$ cat src/rtl/mips_pkg.sv
// Shared types and constants for the instruction-memory loader.
// Holds the loader FSM encoding and the big-endian byte-shift helper.
package mips_pkg;

    typedef enum logic [2:0] {
        IDLE   = 3'd0,
        HDR_HI = 3'd1,
        HDR_LO = 3'd2,
        DATA   = 3'd3,
        WRITE  = 3'd4,
        DONE   = 3'd5,
        ERROR  = 3'd6
    } loader_state_t;

    localparam int          WORD_BYTES = 4;
    localparam logic [31:0] ADDR_STEP  = 32'd4;

    // Append a byte at the LSB end; the first byte shifted in ends up as the MSB.
    function automatic logic [31:0] shift_in(input logic [31:0] word, input logic [7:0] b);
        return {word[23:0], b};
    endfunction

endpackage

$ cat src/rtl/word_assembler.sv
// Collects four stream bytes into a big-endian 32-bit word.
// o_last_byte marks that the next shifted byte completes the word.
module word_assembler
    import mips_pkg::*;
(
    input  logic        i_clk,
    input  logic        i_reset,
    input  logic        i_clear,
    input  logic        i_shift,
    input  logic [7:0]  i_byte,
    output logic [31:0] o_word,
    output logic        o_last_byte
);

    localparam logic [1:0] LAST_IDX = 2'(WORD_BYTES - 1);

    logic [31:0] r_word;
    logic [1:0]  r_byte_idx;

    // Shift register and byte index; clear wins over shift.
    always_ff @(posedge i_clk) begin
        if (i_reset || i_clear) begin
            r_word     <= 32'd0;
            r_byte_idx <= 2'd0;
        end else if (i_shift) begin
            r_word     <= shift_in(r_word, i_byte);
            r_byte_idx <= r_byte_idx + 2'd1;
        end
    end

    assign o_word      = r_word;
    assign o_last_byte = (r_byte_idx == LAST_IDX);

endmodule

$ cat src/rtl/imem_loader.sv
// Loads a length-prefixed byte stream into instruction memory as big-endian words,
// holding the CPU until the whole program has been written.
module imem_loader
    import mips_pkg::*;
#(
    parameter int          MEM_SIZE  = 256,
    parameter int          MAX_WORDS = MEM_SIZE / 4,
    parameter logic [31:0] BASE_ADDR = 32'h0
) (
    input  logic        i_clk,
    input  logic        i_reset,
    input  logic        i_start,
    input  logic [7:0]  i_in_data,
    input  logic        i_in_valid,
    output logic        o_in_ready,
    output logic        o_mem_we,
    output logic [31:0] o_mem_addr,
    output logic [31:0] o_mem_wdata,
    output logic        o_cpu_hold,
    output logic        o_load_done,
    output logic        o_load_error
);

    localparam logic [15:0] MAX_COUNT = 16'(MAX_WORDS);

    loader_state_t r_state;
    loader_state_t w_next_state;

    logic [7:0]  r_count_hi;
    logic [15:0] r_remaining;
    logic [31:0] r_addr;

    logic        w_xfer;
    logic [15:0] w_count;
    logic        w_asm_clear;
    logic        w_asm_shift;
    logic        w_last_byte;
    logic [31:0] w_word;

    assign w_xfer      = i_in_valid & o_in_ready;
    assign w_count     = {r_count_hi, i_in_data};
    assign w_asm_shift = (r_state == DATA) && w_xfer;
    assign w_asm_clear = ((r_state == HDR_LO) && w_xfer) || (r_state == WRITE);

    word_assembler u_word_assembler (
        .i_clk       (i_clk),
        .i_reset     (i_reset),
        .i_clear     (w_asm_clear),
        .i_shift     (w_asm_shift),
        .i_byte      (i_in_data),
        .o_word      (w_word),
        .o_last_byte (w_last_byte)
    );

    // FSM state register.
    always_ff @(posedge i_clk) begin
        if (i_reset) begin
            r_state <= IDLE;
        end else begin
            r_state <= w_next_state;
        end
    end

    // Next-state logic; start is only honoured in IDLE and ERROR.
    always_comb begin
        w_next_state = r_state;
        case (r_state)
            IDLE: begin
                if (i_start) w_next_state = HDR_HI;
                else         w_next_state = IDLE;
            end
            HDR_HI: begin
                if (w_xfer) w_next_state = HDR_LO;
                else        w_next_state = HDR_HI;
            end
            HDR_LO: begin
                if (!w_xfer)                   w_next_state = HDR_LO;
                else if (w_count == 16'd0)     w_next_state = DONE;
                else if (w_count > MAX_COUNT)  w_next_state = ERROR;
                else                           w_next_state = DATA;
            end
            DATA: begin
                if (w_xfer && w_last_byte) w_next_state = WRITE;
                else                       w_next_state = DATA;
            end
            WRITE: begin
                if (r_remaining == 16'd1) w_next_state = DONE;
                else                      w_next_state = DATA;
            end
            DONE:    w_next_state = IDLE;
            ERROR: begin
                if (i_start) w_next_state = HDR_HI;
                else         w_next_state = ERROR;
            end
            default: w_next_state = IDLE;
        endcase
    end

    // Length header capture, words-remaining counter and write address.
    always_ff @(posedge i_clk) begin
        if (i_reset) begin
            r_count_hi  <= 8'd0;
            r_remaining <= 16'd0;
            r_addr      <= BASE_ADDR;
        end else begin
            case (r_state)
                HDR_HI: begin
                    if (w_xfer) r_count_hi <= i_in_data;
                end
                HDR_LO: begin
                    if (w_xfer) begin
                        r_remaining <= w_count;
                        r_addr      <= BASE_ADDR;
                    end
                end
                WRITE: begin
                    r_addr      <= r_addr + ADDR_STEP;
                    r_remaining <= r_remaining - 16'd1;
                end
                default: begin
                    r_remaining <= r_remaining;
                end
            endcase
        end
    end

    // Outputs are registered from the next state so they line up with the state they describe;
    // the write word includes the byte accepted on the edge that enters WRITE.
    always_ff @(posedge i_clk) begin
        if (i_reset) begin
            o_in_ready   <= 1'b0;
            o_mem_we     <= 1'b0;
            o_mem_addr   <= BASE_ADDR;
            o_mem_wdata  <= 32'd0;
            o_cpu_hold   <= 1'b0;
            o_load_done  <= 1'b0;
            o_load_error <= 1'b0;
        end else begin
            o_in_ready   <= (w_next_state == HDR_HI) || (w_next_state == HDR_LO) ||
                            (w_next_state == DATA);
            o_mem_we     <= (w_next_state == WRITE);
            o_cpu_hold   <= (w_next_state != IDLE);
            o_load_done  <= (w_next_state == DONE);
            o_load_error <= (w_next_state == ERROR);
            if (w_next_state == WRITE) begin
                o_mem_addr  <= r_addr;
                o_mem_wdata <= shift_in(w_word, i_in_data);
            end
        end
    end

endmodule

$ cat config.mk
export PLATFORM = sky130hd
export DESIGN_NAME = imem_loader
export DESIGN_NICKNAME = d
export VERILOG_FILES = /design/src/rtl/mips_pkg.sv /design/src/rtl/word_assembler.sv /design/src/rtl/imem_loader.sv
export SDC_FILE = /design/constraint.sdc
export NUM_CORES = 1
export LEC_CHECK = 0
export ABC_AREA = 1
export CAP_MARGIN = 25
export CORE_UTILIZATION = 45
export CTS_CLUSTER_DIAMETER = 150
export CTS_CLUSTER_SIZE = 30
export DETAILED_ROUTE_END_ITERATION = 7
export DONT_BUFFER_PORTS = 1
export SYNTH_ARGS = -nofsm -noshare
export SYNTH_HDL_FRONTEND = slang
export SYNTH_SLANG_ARGS = --single-unit
$ cat constraint.sdc
create_clock -name i_clk -period 4.53 [get_ports i_clk]
set_input_delay 0 -clock i_clk [delete_from_list [all_inputs] [get_ports i_clk]]
set_output_delay 0 -clock i_clk [all_outputs]
set_load 0.02 [all_outputs]
=== Yosys cells after proc, flatten, opt, wreduce, memory -nomap -nowiden ===
Cells that the tools add are included.

* Register bits after elaboration: 154
* Bits in latches: 0
* RAM bits: 0
* Memory bits (read-only): 0
* Input bits: 12
* Output and inout port bits: 69
* Word-level logic and storage cells: 58
* Memories: 0

* $add $sub $neg: 3
* Multipliers: 0
* Divide/modulo/power cells: 0
* $lt $le $gt $ge: 1
* Eq/ne operators: 14
* Shifts and indexed selects: 0
* Mux-type cells: 13
* Bitwise gates (word level): 1
* Reductions and logical operators: 13

{| class="wikitable"
|+ Operator list
! kind !! count
|-
| $pmux 32 s2 || 1
|-
| $add 32x3->32 const B || 1
|-
| $mux 32 || 1
|-
| $pmux 16 s2 || 1
|-
| $mux 3 || 6
|-
| $pmux 3 s6 || 1
|-
| $eq 16x1->1 const B || 1
|-
| $gt 16x7->1 const B || 1
|-
| $logic_not 16->1 || 1
|-
| $mux 16 || 1
|-
| $sub 16x1->16 const B || 1
|-
| $eq 3x3->1 const B || 5
|-
| $eq 3x2->1 const B || 4
|-
| $eq 3x1->1 const B || 2
|-
| $logic_or 1x1->1 || 4
|-
| $reduce_and 2->1 || 2
|-
| $logic_and 1x1->1 || 3
|-
| $logic_not 3->1 || 1
|-
| $reduce_bool 3->1 || 1
|-
| $add 2x1->2 const B || 1
|-
| $eq 2x2->1 const B || 1
|-
| $mux 2 || 1
|-
| $ne 2x2->1 const B || 1
|-
| $reduce_bool 2->1 || 1
|-
| other kinds (2) || 2
|}

=== Depth between registers and ports, before layout ===
* Depth after elaboration: 8
* Mapped depth: 10
* Depth with buffers taken out: 10

=== By module ===
A second synthesis with hierarchy kept.

* Cell total of the unflattened synthesis: 1,056
* Area, all modules: 7,155.6 um^2

{| class="wikitable"
|+ Modules (own cells, without submodules)
! module !! instances !! cells each !! area an instance (um^2) !! seq. area each (um^2)
|-
| imem_loader || 1 || 840 || 5,729.2 || 2,482.4
|-
| word_assembler || 1 || 216 || 1,426.4 || 680.7
|}

=== Least setup slack after synthesis ===
Ideal clock, no wire load.

* Path type: flip-flop to flip-flop
* Start: reg r_addr[2]
* End: reg r_addr[20]
* Setup time: 0.116 ns
* Data arrival time: 1.359 ns
* Data required time: 4.414 ns
* Setup slack: 3.055 ns
* Stages on the path, launching flop included: 11
* Path buffers: 0
* Period minus slack after synthesis: 1.475 ns
* Cell sequence: dfxtp_1 > ha_1 > nand2_1 > nor2_2 > nand2_2 > nor2_4 > nand2_1 > nor2_1 > nand3_1 > nand2_1 > a21oi_1

* Word-level cells in the longest chain between the ends: 2

{| class="wikitable"
|+ Ends and longest elaborated chain
! item !! RTL line !! text
|-
| start, declared || imem_loader.sv:31 || <nowiki>logic [31:0] r_addr;</nowiki>
|-
| start signal, assigned || imem_loader.sv:117 || <nowiki>r_addr <= r_addr + ADDR_STEP;</nowiki>
|-
| $add 32x3->32 || imem_loader.sv:117 ||
|-
| $pmux 32 s2 || imem_loader.sv:106 || <nowiki>case (r_state)</nowiki>
|}

No other way between the ends.
A chain may end at the register's enable or synchronous reset.

=== Worst setup path in the final report ===
* Start: reg o_in_ready
* End: reg r_addr[19]

* Word-level cells in the longest chain between the ends: 3

{| class="wikitable"
|+ Ends and longest elaborated chain
! item !! RTL line !! text
|-
| start, declared || imem_loader.sv:15 || <nowiki>output logic o_in_ready,</nowiki>
|-
| start signal, assigned || imem_loader.sv:139 || <nowiki>o_in_ready <= (w_next_state == HDR_HI) || (w_next_state == HDR_LO) ||</nowiki>
|-
| $and 1x1->1 || imem_loader.sv:40 || <nowiki>assign w_xfer = i_in_valid & o_in_ready;</nowiki>
|-
| $ne 2x2->1 (no line) || n/a ||
|-
| $reduce_and 2->1 (no line) || n/a ||
|}

No other way between the ends.

==> out/metrics.csv <==
stage,metric,value,unit
outcome,outcome,completed,
power_and_ir_drop,p_sw,703,uW
sta,rsz0062_at_grt,false,
power_and_ir_drop,cellLeakagePower,2.84,nW
sta,clock_skew,9.17,ps
worst_setup_path,crit_chain,"nand2_1, inv_1, nand2_1, nand2_2, inv_2, nand2_2, inv_1, a21oi_1, a21oi_1",
yosys,ys_seq_area_share,46.0,%
floorplan,coreArea,14000,um2
floorplan,die_area,15000,um2
final_layout,final_common_cell,nand2_1,
worst_setup_path,arrival,3210,ps
flow_run,drv_cap,0,
final_layout,drive_gt1_share,5.48,%
yosys,synth_seq_cells,150,
floorplan,die_w,122,um
grt,grt_pass1_vias,5266,
grt,overflow,0,
power_and_ir_drop,switching_share,24.6,%
power_and_ir_drop,seqPwrFrac,46.8,%
worst_setup_path,worstSetupPathType,flop to flop,
placed_design,hpwl,11300,um
clock_network,clockBufferDepth,2,
yosys,syn_area,6530,um2
final_layout,finalInstanceArea,7240,um2
worst_setup_path,crit_end,r_addr[19]$_SDFFE_PP0P_,
yosys,synth.avg_cell_area,7.01,um2
clock_network,cts_inserted_buffers,17,
worst_setup_path,path_max_fanout,43,
sta,setup_viol,0,
detailed_routing,routed-via-count,5846,
power_and_ir_drop,peakVddDrop,0.000252,V
clock_network,cts_max_level,4,
worst_setup_path,required,4830,ps
sta,fin_crit_sh,64.1,%
power_and_ir_drop,pwr-share-clk,50.0,%
detailed_routing,drt_iter0_drc,501,
final_layout,nNetsFinal,934,
power_and_ir_drop,power_frac_comb,3.2,%
sta,finalMaxSlewViolations,0,
sta,fmax,345,MHz
sta,tightest_slew,943,ps
detailed_routing,drc,0,
power_and_ir_drop,pwr_density_cell,395,nW/um2
floorplan,initial_core_util,46.6,%
worst_setup_path,setup.worst_path.start,o_in_ready$_SDFF_PP0_,
clock_network,ctsRootBufferMaster,clkbuf_16,
clock_network,path_clk_slew,70,ps
floorplan,io_pins,81,
yosys,synth_top_area_share,46.0,%
detailed_routing,via_per_inst,5.26,
floorplan,rows,43,
yosys,synth_cell_types,34,
worst_setup_path,end_kind,flop,
worst_setup_path,start_kind,flop,
clock_network,clock-sinks,150,
yosys,yosysTopAreaCell,dfxtp_1,
sta,finalHoldViolCount,0,
final_layout,antenna-diode-count,0,
sta,fin_tns_setup,0,ps
placed_design,postPlaceCellArea,6540,um2
detailed_routing,antenna_left,0,
floorplan,die_h,122,um
grt,grt_max_degree,100,
yosys,synth_cells,931,
grt,grt_pass1_wl,28000,um
sta,relSlewSlack,37.1,%
placed_design,io_buffers,0,
grt,grt_util_all_layers,24.1,%
final_layout,final_cell_mix,"nand2_1, dfxtp_1, nor2_1",
placed_design,globalplace.congestion,0.903,
detailed_routing,drt-pass1-iter-count,7,
grt,antenna_found_initial,0,
worst_hold_path,hold-path-cell-count,7,
sta,holdWs,21.6,ps
worst_setup_path,r2r-end,r_addr[19]$_SDFFE_PP0P_,
worst_setup_path,slowest_stage,nand2_2,
worst_hold_path,hold_path.class,primary input to flop,
worst_setup_path,reg2reg_slack,1630,ps
yosys,synthTopCellsByArea,"dfxtp_1, nand2_1, nor2_1",
worst_setup_path,worstReg2RegStart,o_in_ready$_SDFF_PP0_,
yosys,yosysWarnings,0,
final_layout,area_growth,10.9,%
sta,period_needed,2900,ps
detailed_routing,wirelength,17300,um
clock_network,clock_latency,420,ps
clock_network,cts_tree,done,
worst_setup_path,reg2reg_depth,9,
power_and_ir_drop,intPower,2.15,mW
clock_network,cts_setup_buffers,0,
worst_setup_path,cpPeakStageDelay,690,ps
detailed_routing,wl_per_cell,15.5,um
==> final cells by class <==
class	count	area (um2)
fill	1379	6750
multi-input combinational	666	3030
sequential	150	3000
clock buffer	18	439
inverter	71	267
tap	180	225
clock inverter	14	153
timing repair buffer	12	115
==> registers in the layout, summed over array words and instances (netlist names) <==
| name | cells |
|---|---|
| o_cpu_hold | 1 |
| o_in_ready | 1 |
| o_load_done | 1 |
| o_load_error | 1 |
| o_mem_addr | 30 |
| o_mem_wdata | 32 |
| o_mem_we | 1 |
| r_addr | 30 |
| r_count_hi | 8 |
| r_remaining | 16 |
| r_state | 3 |
| u_word_assembler.o_word | 24 |
| u_word_assembler.r_byte_idx | 2 |
==> cell families after synthesis <==
group | count (synthesis) | share of synthesized area, %
AND/OR/NAND/NOR | 442 | 28.0
XOR/XNOR | 4 | 0.537
buffers and inverters | 116 | 7.54
flip-flops | 150 | 46.0
AO/OA/AOI/OAI | 214 | 17.1
other | 1 | 0.0575
adder cells (fa/ha/maj) | 4 | 0.767
==> synthesized netlist by cell type, drive strengths merged <==
cell type and n:
a211oi 1, a21oi 89, a31oi 3, a32oi 2, buf 30, clkbuf 15
conb 1, dfxtp 150, ha 4, inv 71, nand2 212, nand3 54
nand3b 2, nand4 16, nor2 152, nor3 4, nor4 1, o211ai 4
o21ai 106, o21bai 4, o221ai 1, o22ai 4, or2 1, xnor2 1
xor2 3
==> per-stage QoR <==
stage	util, %	power, mW	std cells	worst slack (ps)
finish	51.7	2.85	1111	1630
global route	51.7	2.95	1111	1320
CTS	51.7	2.88	1111	1620
detailed placement	46.8	1.44	1069	1640
global placement	46.8	1.44	1069	1700
floorplan	-	1.43	932	3060
==> how the worst min path moves through the flow <==
stage	startpoint	slack, ps	endpoint
2_1_floorplan	i_in_data[0]	130	o_mem_wdata[0]$_SDFFE_PP0P_
3_3_place_gp	i_reset	70	r_addr[30]$_SDFFE_PP0P_
3_5_place_dp	i_reset	80	r_remaining[3]$_SDFFE_PP0P_
4_1_cts	i_in_data[5]	10	o_load_done$_SDFF_PP0_
5_1_grt	i_in_data[5]	100	o_load_done$_SDFF_PP0_
6_report	i_in_data[5]	20	o_load_done$_SDFF_PP0_
==> power groups by stage <==
stage          combinational, mW  sequential [mW]  clock (mW)
3_5_place_dp              0.0768             1.37           0
5_1_grt                    0.104             1.34        1.51
6_report                  0.0921             1.34        1.43
2_1_floorplan             0.0645             1.36           0
3_3_place_gp              0.0770             1.37           0
4_1_cts                   0.0922             1.34        1.45
==> metal layers <==
metal  vias up  wire length [um]  track usage, %
li1       3031                 -               -
met1      2621              8770            35.7
met2       178              7050            33.5
met3        16              1260            6.55
met4         0               189            7.16
met5         -                 0               0
==> repair_timing <==
| item | CTS | global route |
|---|---|---|
| resized for setup | 0 | 0 |
| hold buffers | 10 | 0 |
| hold endpoints to repair | 50 | 0 |
==> critical path: cells and delay by family (launching register included) <==
kind | cells | cell delay [ps]
simple gates | 4 | 1550
buf+inv | 3 | 530
flops | 1 | 470
compound gates | 2 | 230
Power figures use the tool's default switching activity.
